## config.mk

```make
export PLATFORM = sky130hd
export DESIGN_NAME = gate_truth_table_probe
export DESIGN_NICKNAME = d
export VERILOG_FILES = /design/src/rtl/gate_truth_table_probe.sv
export SDC_FILE = /design/constraint.sdc
export NUM_CORES = 1
export LEC_CHECK = 0
export ABC_CLOCK_PERIOD_IN_PS = 1650
export CORE_UTILIZATION = 49
export CTS_BUF_LIST = sky130_fd_sc_hd__clkbuf_4 sky130_fd_sc_hd__clkbuf_8
export DETAILED_ROUTE_END_ITERATION = 8
export HOLD_SLACK_MARGIN = 0.05
export PLACE_DENSITY = 0.77
export SLEW_MARGIN = 0
export SYNTH_ARGS = -nofsm -noshare
export SYNTH_HDL_FRONTEND = slang
export SYNTH_SLANG_ARGS = --single-unit
```

## constraint.sdc

```tcl
create_clock -name clk -period 1.65 [get_ports clk]
set_input_delay 0.33 -clock clk [delete_from_list [all_inputs] [get_ports clk]]
set_output_delay 0.33 -clock clk [all_outputs]
set_load 0.005 [all_outputs]
```

## src/rtl/gate_truth_table_probe.sv

```systemverilog
`default_nettype none
// ============================================================================
// gate_truth_table_probe : sweeps a 2-input gate through 00..11, builds its
// truth table and decodes the gate identity.             Rev 1.0
// ============================================================================
module gate_truth_table_probe #(
  parameter int SETTLE_CYCLES = 2
) (
  input  logic       clk,
  input  logic       rst_n,
  input  logic       i_start,
  output logic       o_busy,
  output logic       o_dut_a,
  output logic       o_dut_b,
  input  logic       i_dut_out,
  output logic       o_done,
  output logic [3:0] o_truth_table,
  output logic [2:0] o_gate_id,
  output logic       o_valid_id
);

  localparam logic [1:0] c_IDLE   = 2'd0;
  localparam logic [1:0] c_RUN    = 2'd1;
  localparam logic [1:0] c_FINISH = 2'd2;
  localparam logic [3:0] c_SETTLE = 4'(SETTLE_CYCLES);

  logic [1:0] r_state;
  logic [1:0] r_idx;
  logic [3:0] r_cnt;
  logic       r_busy;
  logic       r_a;
  logic       r_b;
  logic       r_done;
  logic [3:0] r_tt;
  logic [2:0] r_gate_id;
  logic       r_valid;
  logic [2:0] w_gate_id;

  // Bit i of the pattern is the output seen with {a,b} = i.
  always_comb begin
    w_gate_id = 3'd0;
    case (r_tt)
      4'b1000: w_gate_id = 3'd1;
      4'b1110: w_gate_id = 3'd2;
      4'b0111: w_gate_id = 3'd3;
      4'b0001: w_gate_id = 3'd4;
      4'b0110: w_gate_id = 3'd5;
      4'b1001: w_gate_id = 3'd6;
      4'b0011: w_gate_id = 3'd7;
      default: w_gate_id = 3'd0;
    endcase
  end

  always_ff @(posedge clk or negedge rst_n) begin
    if (!rst_n) begin
      r_state   <= c_IDLE;
      r_idx     <= 2'd0;
      r_cnt     <= 4'd0;
      r_busy    <= 1'b0;
      r_a       <= 1'b0;
      r_b       <= 1'b0;
      r_done    <= 1'b0;
      r_tt      <= 4'b0;
      r_gate_id <= 3'd0;
      r_valid   <= 1'b0;
    end else begin
      r_done <= 1'b0;
      case (r_state)
        c_IDLE: begin
          r_a <= 1'b0;
          r_b <= 1'b0;
          if (i_start) begin
            r_state <= c_RUN;
            r_idx   <= 2'd0;
            r_cnt   <= 4'd0;
            r_busy  <= 1'b1;
            r_valid <= 1'b0;
          end
        end
        c_RUN: begin
          if (r_cnt != c_SETTLE) begin
            r_cnt <= r_cnt + 4'd1;
          end else begin
            r_tt[r_idx] <= i_dut_out;
            if (r_idx == 2'd3) begin
              r_state <= c_FINISH;
            end else begin
              r_idx        <= r_idx + 2'd1;
              r_cnt        <= 4'd0;
              {r_a, r_b}   <= r_idx + 2'd1;
            end
          end
        end
        c_FINISH: begin
          r_gate_id <= w_gate_id;
          r_done    <= 1'b1;
          r_valid   <= 1'b1;
          r_busy    <= 1'b0;
          r_a       <= 1'b0;
          r_b       <= 1'b0;
          r_state   <= c_IDLE;
        end
        default: r_state <= c_IDLE;
      endcase
    end
  end

  assign o_busy        = r_busy;
  assign o_dut_a       = r_a;
  assign o_dut_b       = r_b;
  assign o_done        = r_done;
  assign o_truth_table = r_tt;
  assign o_gate_id     = r_gate_id;
  assign o_valid_id    = r_valid;

endmodule
`default_nettype wire
```

==> impl_metrics.csv <==
group,metric,value,unit
outcome,status,"completed",
yosys,avgSynthCellArea,10.07,sq um
yosys,synth_common_cells,"20 x dfrtp_1, 11 x nand2_1, 9 x nand3_1, 7 x inv_1, 7 x o21ai_0",
global_routing,grt_pass1_vias,742,
die,dieWidth,47.56,microns
yosys,synth-adder-area-share,7.380,%
place,dp_hpwl,1512,microns
sta,drv_slew,0,
clock_network,clk_pin_slew,0.10,ns
layout,fin_util,66.39,%
yosys,synth_mux_area_share,5.412,%
yosys,yosysTopAreaCellShare,49.20,%
sta,rsz0062_at_grt,"yes",
yosys,synth_compound_area_share,9.225,%
global_routing,grt_max_degree,21,
detailed_routing,dr.pass1.iters,4,
yosys,synth_area_leaders,"dfrtp_1 49%, ha_1 7.4%, nand3_1 4.4%",
power,ir_drop,0.9935,mV
clock_network,hold_buffers,0,
detailed_routing,num_vias,836,
detailed_routing,wl_per_cell,14.41,microns
power,p_per_area,1661,nW/um^2
sta,tightestPinTransition,0.4237,ns
global_routing,grtUsageTotal,20.74,%
yosys,synth_edf_count,0,
yosys,ys_warn_count,0,
detailed_routing,drc_errors,0,
yosys,yosysMostFrequentCell,"dfrtp_1",
min_path,min_path_type,"in -> async",
yosys,yosysTopAreaCell,"dfrtp_1",
sta,fin_crit,1.603,ns
sta,slew_headroom,71.70,%
yosys,async_flop_share,100.0,%
yosys,synth_top_family_by_area,"simple AND/OR/NAND/NOR gates",
setup_path,cp-end-kind,"flop",
setup_path,crit_path_start_kind,"flop",
die,die_h,47.56,microns
die,rows,16,
yosys,synth_area,1017,sq um
yosys,syn_nets,111,
clock_network,cts_tree,"done",
sta,fmax,623.8,MHz
clock_network,cts.sinks,20,
detailed_routing,vias_per_cell,5.464,
die,core-area,1962,sq um
die,boundaryPins,16,
sta,final-hold-violation-count,0,
setup_path,crit_type,"reg -> reg",
place,globalplace.congestion,0.7941,
global_routing,grt_pass1_wl,3208,microns
sta,skew,0.003635,ns
place,port_buffers,15,
layout,num_antenna_cells,0,
setup_path,worstPathArrival,1.79,ns
yosys,yosysUniqueCellTypes,29,
sta,fin_setup_tns,0,ns
yosys,netlist_instances,101,
sta,hold_slack,0.3593,ns
detailed_routing,wl,2204,microns
setup_path,crit_fanout,3,
die,initial_core_util,51.85,%
power,leakagePower,0.5878,nW
clock_network,clk_path_buf_depth,2,
yosys,ys_ff_latch,20,
setup_path,cp.required,1.84,ns
run,maxCapViolCount,0,
detailed_routing,ant_nets,0,
global_routing,antenna_found_initial,0,
yosys,synthXorXnorAreaFrac,0,%
clock_network,cts_buffers,3,
layout,post_route_cells_drive_above_1_share,19.05,%
clock_network,cts_htree_levels,1,
yosys,synth_simple_gate_area_share,24.97,%
yosys,ys_seq_area_share,49.20,%
layout,syn2layout_area_growth,28.04,%
global_routing,grt_overflow,0,
clock_network,worstSkewPairLatency,0.29,ns
detailed_routing,drt_iter0_markers,20,
yosys,synthFlopType,"dfrtp_1",
sta,fin_crit_sh,97.16,%
sta,finalSetupViolCount,0,
clock_network,cts_root_buf,"clkbuf_4",
die,die_area,2262,sq um
layout,layout.nets,138,
## layer usage
layer	part of all wire [%]	global-route usage, %	vias up	routed length, microns
li1	-	-	416	-
met1	42	24.64	400	918
met2	54	36.44	18	1183
met3	3.9	6.038	2	86
met4	0.68	6.111	0	15
met5	0	0	-	0
## through the flow
step | total power (W) | cells | setup WS, ns | cell area, sq um
final | 0.002163 | 153 | 0.04687 | 1303
after global routing | 0.002354 | 153 | -0.02352 | 1303
after CTS | 0.002053 | 149 | 0.03369 | 1261
after detailed placement | 0.001828 | 146 | 0.05170 | 1237
after global placement | 0.001774 | 146 | 0.1094 | 1237
after floorplan | 0.001421 | 101 | -0.004677 | 1027
## critical path, stage by stage, from the launching register on
cell and delay (ns):
dfrtp_1 0.39, inv_1 0.06, ha_2 0.19, or3b_4 0.40
nor3_4 0.16, mux2_4 0.31
## power by group
| group | total [W] | switching [W] | internal [W] |
|---|---|---|---|
| sequential | 0.000889 | 0.000212 | 0.000678 |
| combinational | 0.00105 | 0.000456 | 0.000599 |
| clock | 0.000219 | 0.000134 | 0.0000849 |
| total | 0.00216 | 0.000801 | 0.00136 |
## final timing paths
kind | startpoint | end | slack (ns) | cells past startpoint
worst max-delay path | r_cnt[0]$_DFFE_PN0P_ | o_truth_table[3]$_DFFE_PN0P_ | 0.05 | 5
worst min-delay path | rst_n | r_cnt[2]$_DFFE_PN0P_ | 0.36 | 2
worst max register to register | r_cnt[0]$_DFFE_PN0P_ | o_truth_table[3]$_DFFE_PN0P_ | 0.05 | 5
worst min register to register | o_valid_id$_DFFE_PN0P_ | o_valid_id$_DFFE_PN0P_ | 0.49 | 2
max in group asynchronous | rst_n | o_truth_table[3]$_DFFE_PN0P_ | 1.07 | 2
min in group clk | o_valid_id$_DFFE_PN0P_ | o_valid_id$_DFFE_PN0P_ | 0.49 | 2
## registers in the layout, indices dropped and copies added, names as in the netlist
name           cells
o_gate_id          3
r_state            2
o_dut_b            1
r_cnt              4
o_done             1
o_busy             1
o_valid_id         1
o_dut_a            1
o_truth_table      4
r_idx              2
## cells by family (layout without fill, tap and decap cells)
group | Yosys count | after routing
AO/OA/AOI/OAI | 16 | 16
buffers and inverters | 10 | 35
multiplexers | 5 | 5
flip-flops | 20 | 20
AND/OR/NAND/NOR | 44 | 44
adder cells (fa/ha/maj) | 6 | 6
## area by class of cell
cell class | count | area, sq um
multi-input cells | 71 | 491.7
inverters | 7 | 26.28
repair buffers | 25 | 225.2
flip-flops and latches | 20 | 503.0
clock buffers | 3 | 22.52
fillers | 162 | 659.4
well taps | 27 | 33.78
## placed cells by master, fill, tap and decap left out, drive strengths merged
cell / instances
dfrtp: 20
clkdlybuf4s50: 15
nand2: 11
buf: 10
nand3: 9
inv: 7
o21ai: 7
ha: 6
a21oi: 4
nand4: 4
nor2: 4
nor2b: 4
mux2: 4
nand2b: 3
clkbuf: 3
nor3: 3
nor3b: 1
o21bai: 1
a31oi: 1
o32ai: 1
or3b: 1
nor4b: 1
nor4bb: 1
o211ai: 1
and3b: 1
mux2i: 1
nand3b: 1
o311ai: 1
## timing repair
item                       in CTS  in global routing
gates resized for setup         1                  4
setup buffers                   0                  4
setup endpoints to repair       1                  8
No activity file was read; power rests on OpenSTA's default activity.
